--- config.mk ---
export PLATFORM = sky130hd
export DESIGN_NAME = alu_flat
export DESIGN_NICKNAME = d
export VERILOG_FILES = /design/src/rtl/alu_pkg.sv /design/src/rtl/alu_if.sv /design/src/rtl/alu_adder4.sv /design/src/rtl/alu.sv /design/src/flat_wrapper.sv
export SDC_FILE = /design/constraint.sdc
export NUM_CORES = 1
export LEC_CHECK = 0
export ABC_CLOCK_PERIOD_IN_PS = 15500
export CORE_ASPECT_RATIO = 0.9
export CORE_UTILIZATION = 50
export DETAILED_ROUTE_END_ITERATION = 10
export PLACE_DENSITY = 0.74
export SLEW_MARGIN = 20
export SYNTH_ARGS = -nofsm -noshare
export SYNTH_HDL_FRONTEND = slang
export SYNTH_SLANG_ARGS = --single-unit
--- constraint.sdc ---
create_clock -name clk -period 15.5 [get_ports clk]
set_input_delay 3.1 -clock clk [delete_from_list [all_inputs] [get_ports clk]]
set_output_delay 3.1 -clock clk [all_outputs]
set_load 0.01 [all_outputs]
--- src/rtl/alu_pkg.sv ---
// Shared constants, op-code enum and strobe priority encoder for the 4-bit ALU.
package alu_pkg;

  localparam int ALU_W = 4;
  localparam logic [ALU_W-1:0] DIV0_QUOT = 4'hF;

  typedef enum logic [2:0] {
    OP_NONE,
    OP_ADD,
    OP_SUB,
    OP_AND,
    OP_MUL,
    OP_DIV,
    OP_SHL
  } op_e;

  // Fixed priority: add > sub > and > mul > div > shift-left.
  function automatic op_e pick_op(input logic s_add, input logic s_sub,
                                  input logic s_and, input logic s_mul,
                                  input logic s_div, input logic s_shl);
    if (s_add)      return OP_ADD;
    else if (s_sub) return OP_SUB;
    else if (s_and) return OP_AND;
    else if (s_mul) return OP_MUL;
    else if (s_div) return OP_DIV;
    else if (s_shl) return OP_SHL;
    else            return OP_NONE;
  endfunction

endpackage

--- src/rtl/alu_if.sv ---
// Operand, op-strobe and result/flag bundle between the controller and the ALU.
// Strobes are level-sensitive and need no acknowledge: a strobe high at a rising
// edge executes that op once on that edge; there is no valid/ready handshake.
interface alu_if;
  import alu_pkg::*;

  logic             alu_add;
  logic             alu_sub;
  logic             alu_and;
  logic             alu_mul;
  logic             alu_div;
  logic             al_lsb;
  logic [ALU_W-1:0] AH_in;
  logic [ALU_W-1:0] BREG_in;
  logic [ALU_W-1:0] ALU_out;
  logic             Fa_cout;
  logic             sign_flag;
  logic             carry_flag;
  logic             zero_flag;

  modport master (
    output alu_add, alu_sub, alu_and, alu_mul, alu_div, al_lsb, AH_in, BREG_in,
    input  ALU_out, Fa_cout, sign_flag, carry_flag, zero_flag
  );

  modport slave (
    input  alu_add, alu_sub, alu_and, alu_mul, alu_div, al_lsb, AH_in, BREG_in,
    output ALU_out, Fa_cout, sign_flag, carry_flag, zero_flag
  );

endinterface

--- src/rtl/alu_adder4.sv ---
// 4-bit ripple-carry adder built from full adders; shared by add and sub.
module alu_adder4
  import alu_pkg::*;
(
  input  logic [ALU_W-1:0] i_a,
  input  logic [ALU_W-1:0] i_b,
  input  logic             i_cin,
  output logic [ALU_W-1:0] o_sum,
  output logic             o_cout
);

  logic [ALU_W:0] w_c;

  assign w_c[0] = i_cin;

  for (genvar g = 0; g < ALU_W; g++) begin : g_fa
    assign o_sum[g]  = i_a[g] ^ i_b[g] ^ w_c[g];
    assign w_c[g+1]  = (i_a[g] & i_b[g]) | (w_c[g] & (i_a[g] ^ i_b[g]));
  end

  assign o_cout = w_c[ALU_W];

endmodule

--- src/rtl/alu.sv ---
// 4-bit registered ALU: priority-encoded op strobes, combinational op units,
// result mux, and result/flag registers with synchronous clear.
module alu
  import alu_pkg::*;
(
  input  logic clk,
  input  logic clr,
  alu_if.slave bus
);

  logic [ALU_W-1:0]   w_a;
  logic [ALU_W-1:0]   w_b;
  logic               w_sub_mode;
  logic [ALU_W-1:0]   w_b_eff;
  logic [ALU_W-1:0]   w_sum;
  logic               w_cout;
  logic [2*ALU_W-1:0] w_prod;
  logic [ALU_W:0]     w_rem;
  logic [ALU_W-1:0]   w_quot;
  op_e                w_op;
  logic [ALU_W-1:0]   w_res;
  logic               w_cy;

  logic [ALU_W-1:0]   r_out;
  logic               r_sign;
  logic               r_carry;
  logic               r_zero;

  assign w_a = bus.AH_in;
  assign w_b = bus.BREG_in;

  // The adder follows the raw strobes, not the encoded op, so Fa_cout keeps
  // tracking operands even when clr is high or no op is selected.
  assign w_sub_mode = bus.alu_sub & ~bus.alu_add;
  assign w_b_eff    = w_sub_mode ? ~w_b : w_b;

  alu_adder4 u_adder (
    .i_a    (w_a),
    .i_b    (w_b_eff),
    .i_cin  (w_sub_mode),
    .o_sum  (w_sum),
    .o_cout (w_cout)
  );

  assign bus.Fa_cout = w_cout;

  assign w_op = pick_op(bus.alu_add, bus.alu_sub, bus.alu_and,
                        bus.alu_mul, bus.alu_div, bus.al_lsb);

  // Shift-and-add multiplier array.
  always_comb begin
    w_prod = '0;
    for (int i = 0; i < ALU_W; i++) begin
      if (w_b[i]) w_prod = w_prod + ({{ALU_W{1'b0}}, w_a} << i);
    end
  end

  // Restoring divider array, one trial subtraction per quotient bit.
  always_comb begin
    w_rem  = '0;
    w_quot = '0;
    for (int i = ALU_W - 1; i >= 0; i--) begin
      w_rem = {w_rem[ALU_W-1:0], w_a[i]};
      if (w_rem >= {1'b0, w_b}) begin
        w_rem     = w_rem - {1'b0, w_b};
        w_quot[i] = 1'b1;
      end
    end
  end

  always_comb begin
    w_res = '0;
    w_cy  = 1'b0;
    case (w_op)
      OP_ADD, OP_SUB: begin
        w_res = w_sum;
        w_cy  = w_cout;
      end
      OP_AND: w_res = w_a & w_b;
      OP_MUL: begin
        w_res = w_prod[ALU_W-1:0];
        w_cy  = |w_prod[2*ALU_W-1:ALU_W];
      end
      OP_DIV: begin
        if (w_b == '0) begin
          w_res = DIV0_QUOT;
          w_cy  = 1'b1;
        end else begin
          w_res = w_quot;
        end
      end
      OP_SHL: begin
        w_res = {w_a[ALU_W-2:0], 1'b0};
        w_cy  = w_a[ALU_W-1];
      end
      default: begin
        w_res = '0;
        w_cy  = 1'b0;
      end
    endcase
  end

  always_ff @(posedge clk) begin
    if (clr) begin
      r_out   <= '0;
      r_sign  <= 1'b0;
      r_carry <= 1'b0;
      r_zero  <= 1'b0;
    end else if (w_op != OP_NONE) begin
      r_out   <= w_res;
      r_sign  <= w_res[ALU_W-1];
      r_carry <= w_cy;
      r_zero  <= (w_res == '0);
    end
  end

  assign bus.ALU_out    = r_out;
  assign bus.sign_flag  = r_sign;
  assign bus.carry_flag = r_carry;
  assign bus.zero_flag  = r_zero;

endmodule

--- src/flat_wrapper.sv ---
// flat-port wrapper written by rule: the top's interface ports become plain ports
module alu_flat import alu_pkg::*;
  (clk, clr, bus_alu_add, bus_alu_sub, bus_alu_and, bus_alu_mul, bus_alu_div, bus_al_lsb, bus_AH_in, bus_BREG_in, bus_ALU_out, bus_Fa_cout, bus_sign_flag, bus_carry_flag, bus_zero_flag);
  alu_if bus_i ();
  input  logic clk;
  input  logic clr;
  input wire logic [$bits(bus_i.alu_add)-1:0] bus_alu_add;
  input wire logic [$bits(bus_i.alu_sub)-1:0] bus_alu_sub;
  input wire logic [$bits(bus_i.alu_and)-1:0] bus_alu_and;
  input wire logic [$bits(bus_i.alu_mul)-1:0] bus_alu_mul;
  input wire logic [$bits(bus_i.alu_div)-1:0] bus_alu_div;
  input wire logic [$bits(bus_i.al_lsb)-1:0] bus_al_lsb;
  input wire logic [$bits(bus_i.AH_in)-1:0] bus_AH_in;
  input wire logic [$bits(bus_i.BREG_in)-1:0] bus_BREG_in;
  output wire logic [$bits(bus_i.ALU_out)-1:0] bus_ALU_out;
  output wire logic [$bits(bus_i.Fa_cout)-1:0] bus_Fa_cout;
  output wire logic [$bits(bus_i.sign_flag)-1:0] bus_sign_flag;
  output wire logic [$bits(bus_i.carry_flag)-1:0] bus_carry_flag;
  output wire logic [$bits(bus_i.zero_flag)-1:0] bus_zero_flag;
  assign bus_i.alu_add = bus_alu_add;
  assign bus_i.alu_sub = bus_alu_sub;
  assign bus_i.alu_and = bus_alu_and;
  assign bus_i.alu_mul = bus_alu_mul;
  assign bus_i.alu_div = bus_alu_div;
  assign bus_i.al_lsb = bus_al_lsb;
  assign bus_i.AH_in = bus_AH_in;
  assign bus_i.BREG_in = bus_BREG_in;
  assign bus_ALU_out = bus_i.ALU_out;
  assign bus_Fa_cout = bus_i.Fa_cout;
  assign bus_sign_flag = bus_i.sign_flag;
  assign bus_carry_flag = bus_i.carry_flag;
  assign bus_zero_flag = bus_i.zero_flag;
  alu u_core (.clk(clk), .clr(clr), .bus(bus_i));
endmodule
==> results.tsv <==
stage	metric	value	unit
die	die_area	3600	µm²
cts	cts_buffers	3	
yosys	synth_edf_count	0	
min_path	hold_class	flop to flop	
critical_path	end_kind	primary output	
cts	root_buffer	clkbuf_8	
drt	ant_nets	0	
power_and_ir_drop	leakage	0.858	nW
cells_and_area	final_area	1970	µm²
placement	dp_hpwl	3180	µm
yosys	syn-num-nets	262	
critical_path	cp-start-kind	primary input	
cts	cts.clk_slew.worst_paths	0.04	ns
cts	cts_tree	built	
global_routing	grt_pass1_vias	1476	
cells_and_area	multiInputGateArea	1430	µm²
critical_path	critPathRequiredTime	12.40	ns
yosys	ys_seq_area_frac	0.0714	
cells_and_area	fin_nets	286	
die	core	3140	µm²
yosys	synth_area	1680	µm²
critical_path	crit_arrival	6.15	ns
die	fp.dieH	57.0	µm
yosys	async_flop_share	0	
global_routing	grt_max_degree	16	
timing	holdWs	0.456	ns
cells_and_area	fillers	296	
cells_and_area	seq_area	120	µm²
job	cap_violations	0	
global_routing	grt_util_all_layers	0.236	
cts	cts_htree_levels	1	
cts	cts_resized	0	
timing	setup_viol	0	
critical_path	ff2ff_path_depth	4	
cells_and_area	final_cell_count_no_fill	274	
cells_and_area	num_antenna_cells	0	
min_path	hold_depth	2	
yosys	ys_types	50	
yosys	yosys.area.top_type	ha_1	
critical_path	crit_type	primary input to primary output	
placement	numPortBuffers	23	
drt	drt_iter0_drc	85	
cells_and_area	layout_commonest_cell	ha_1	
cells_and_area	area_growth	17.4	%
cts	insertion_delay	0.23	ns
timing	slew_viol_final	0	
power_and_ir_drop	p_per_area	61.8	nW/µm²
die	io_pins	24	
drt	vias_per_cell	5.83	
timing	worst_pin_slew	0.828	ns
timing	fmax	0.108	GHz
cts	cts_hold_buf	0	
drt	drt_first_pass_iters	4	
critical_path	worstPathMaxFanout	15	
cts	clk_path_buf_depth	2	
cts	cts_sinks	6	
placement	placed_cell_area	1930	µm²
yosys	synth_warnings	0	
cts	cts_setup_buffers	0	
timing	relSlewSlack	0.443	
timing	post-route-period-util	0.597	
die	fp.dieW	63.1	µm
yosys	ys_seq_elements	6	
yosys	synth_ff_type	dfxtp_1	
yosys	yosys.area.top_type_share	0.208	
global_routing	overflow	0	
placement	gp_congestion	0.871	
power_and_ir_drop	ir_worst_vdd	51.9	µV
drt	finalWirelength	3990	µm
drt	post_drt_wl_per_cell	14.6	µm
timing	final_hold_viol_count	0	
placement	dp.cells	271	
yosys	synth_cells	210	
global_routing	grt_pass1_wl	6760	µm
cells_and_area	post_route_cells_drive_above_1_share	0.0560	
status	outcome	complete, no violations	
timing	rsz0062_at_grt	false	
drt	drc	0	
timing	fin_crit	9.25	ns
drt	vias	1597	
die	num_rows	19	
timing	setup_tns	0	ns
yosys	avgSynthCellArea	8.01	µm²
timing	finClkSkew	0	ns
global_routing	antenna_found_initial	0	
cells_and_area	most-common-layout-cells	ha_1 (28), clkdlybuf4s50_1 (23), inv_1 (22)	
yosys	ys_top_cells_by_area	ha_1 (21%), fa_1 (9.5%), dfxtp_1 (7.1%)	
die	start_util	0.536	
where the power goes:
part | internal, mW | total, mW | switching (mW)
sequential | 0.0177 | 0.0188 | 0.00114
combinational | 0.0373 | 0.0786 | 0.0413
clock | 0.0168 | 0.0246 | 0.00780
state kept, by name, indices dropped and copies added (netlist names):
name / cells
u_core.bus.zero_flag: 1
u_core.bus.ALU_out: 3
u_core.bus.carry_flag: 1
u_core.bus.sign_flag: 1
synthesized netlist by cell type, types with 2 or more instances:
library cell / number
o21ai_1: 6
nand3b_1: 3
nand3_1: 4
o21ai_0: 10
buf_4: 2
mux2i_1: 6
nor4_1: 4
nand2b_1: 5
nor2_1: 12
xnor2_1: 7
nand2_1: 14
dfxtp_1: 6
a221oi_1: 2
fa_1: 8
a21oi_1: 20
xor2_1: 2
nand4_1: 2
inv_1: 22
ha_1: 28
nor4b_1: 2
o211ai_1: 4
mux2_2: 2
nor2b_1: 4
o21a_1: 3
a21o_1: 3
a31oi_1: 2
nor3_1: 4
worst max-delay path, stage by stage:
cell and delay [ns]:
clkdlybuf4s50_1 0.89, inv_1 0.35, xnor2_1 0.30, fa_1 0.20, inv_1 0.05, fa_1 0.38
fa_1 0.39, clkdlybuf4s50_1 0.49
final timing paths:
kind	from	end	slack (ns)
worst min-delay path	u_core.bus.ALU_out[2]	u_core.bus.ALU_out[2]	0.46
worst max register to register	u_core.bus.carry_flag	u_core.bus.carry_flag	14.66
worst max-delay path	bus_BREG_in[1]	bus_Fa_cout	6.25
worst min register to register	u_core.bus.ALU_out[2]	u_core.bus.ALU_out[2]	0.46
metal layers:
layer / part of all wire / GRT usage / routed length (µm)
met1: 0.50 / 0.334 / 1980
met2: 0.46 / 0.389 / 1850
met3: 0.035 / 0.0260 / 138
met4: 0.0045 / 0.0432 / 18
met5: 0 / 0 / 0
kinds of logic after synthesis:
group	share of synthesized area
mux	0.0491
buf+inv	0.0781
simple gates	0.196
flops	0.0714
xor+xnor	0.0469
fa+ha+maj	0.304
compound gates	0.255
through the flow:
step | total power, mW | worst slack [ns] | utilization
6_report | 0.122 | 6.25 | 0.629
5_1_grt | 0.134 | 5.76 | 0.629
4_1_cts | 0.122 | 6.23 | 0.629
3_5_place_dp | 0.0973 | 6.18 | 0.616
3_3_place_gp | 0.0967 | 6.27 | 0.616
2_1_floorplan | 0.0747 | 7.80 | -
layout make-up:
cell class              count  share of cell area
inverters                  23              0.0507
multi-input cells         177               0.724
flip-flops and latches      6              0.0608
well taps                  42              0.0266
clock buffers               3              0.0209
repair buffers             23               0.117
Power figures use the tool's default switching activity.
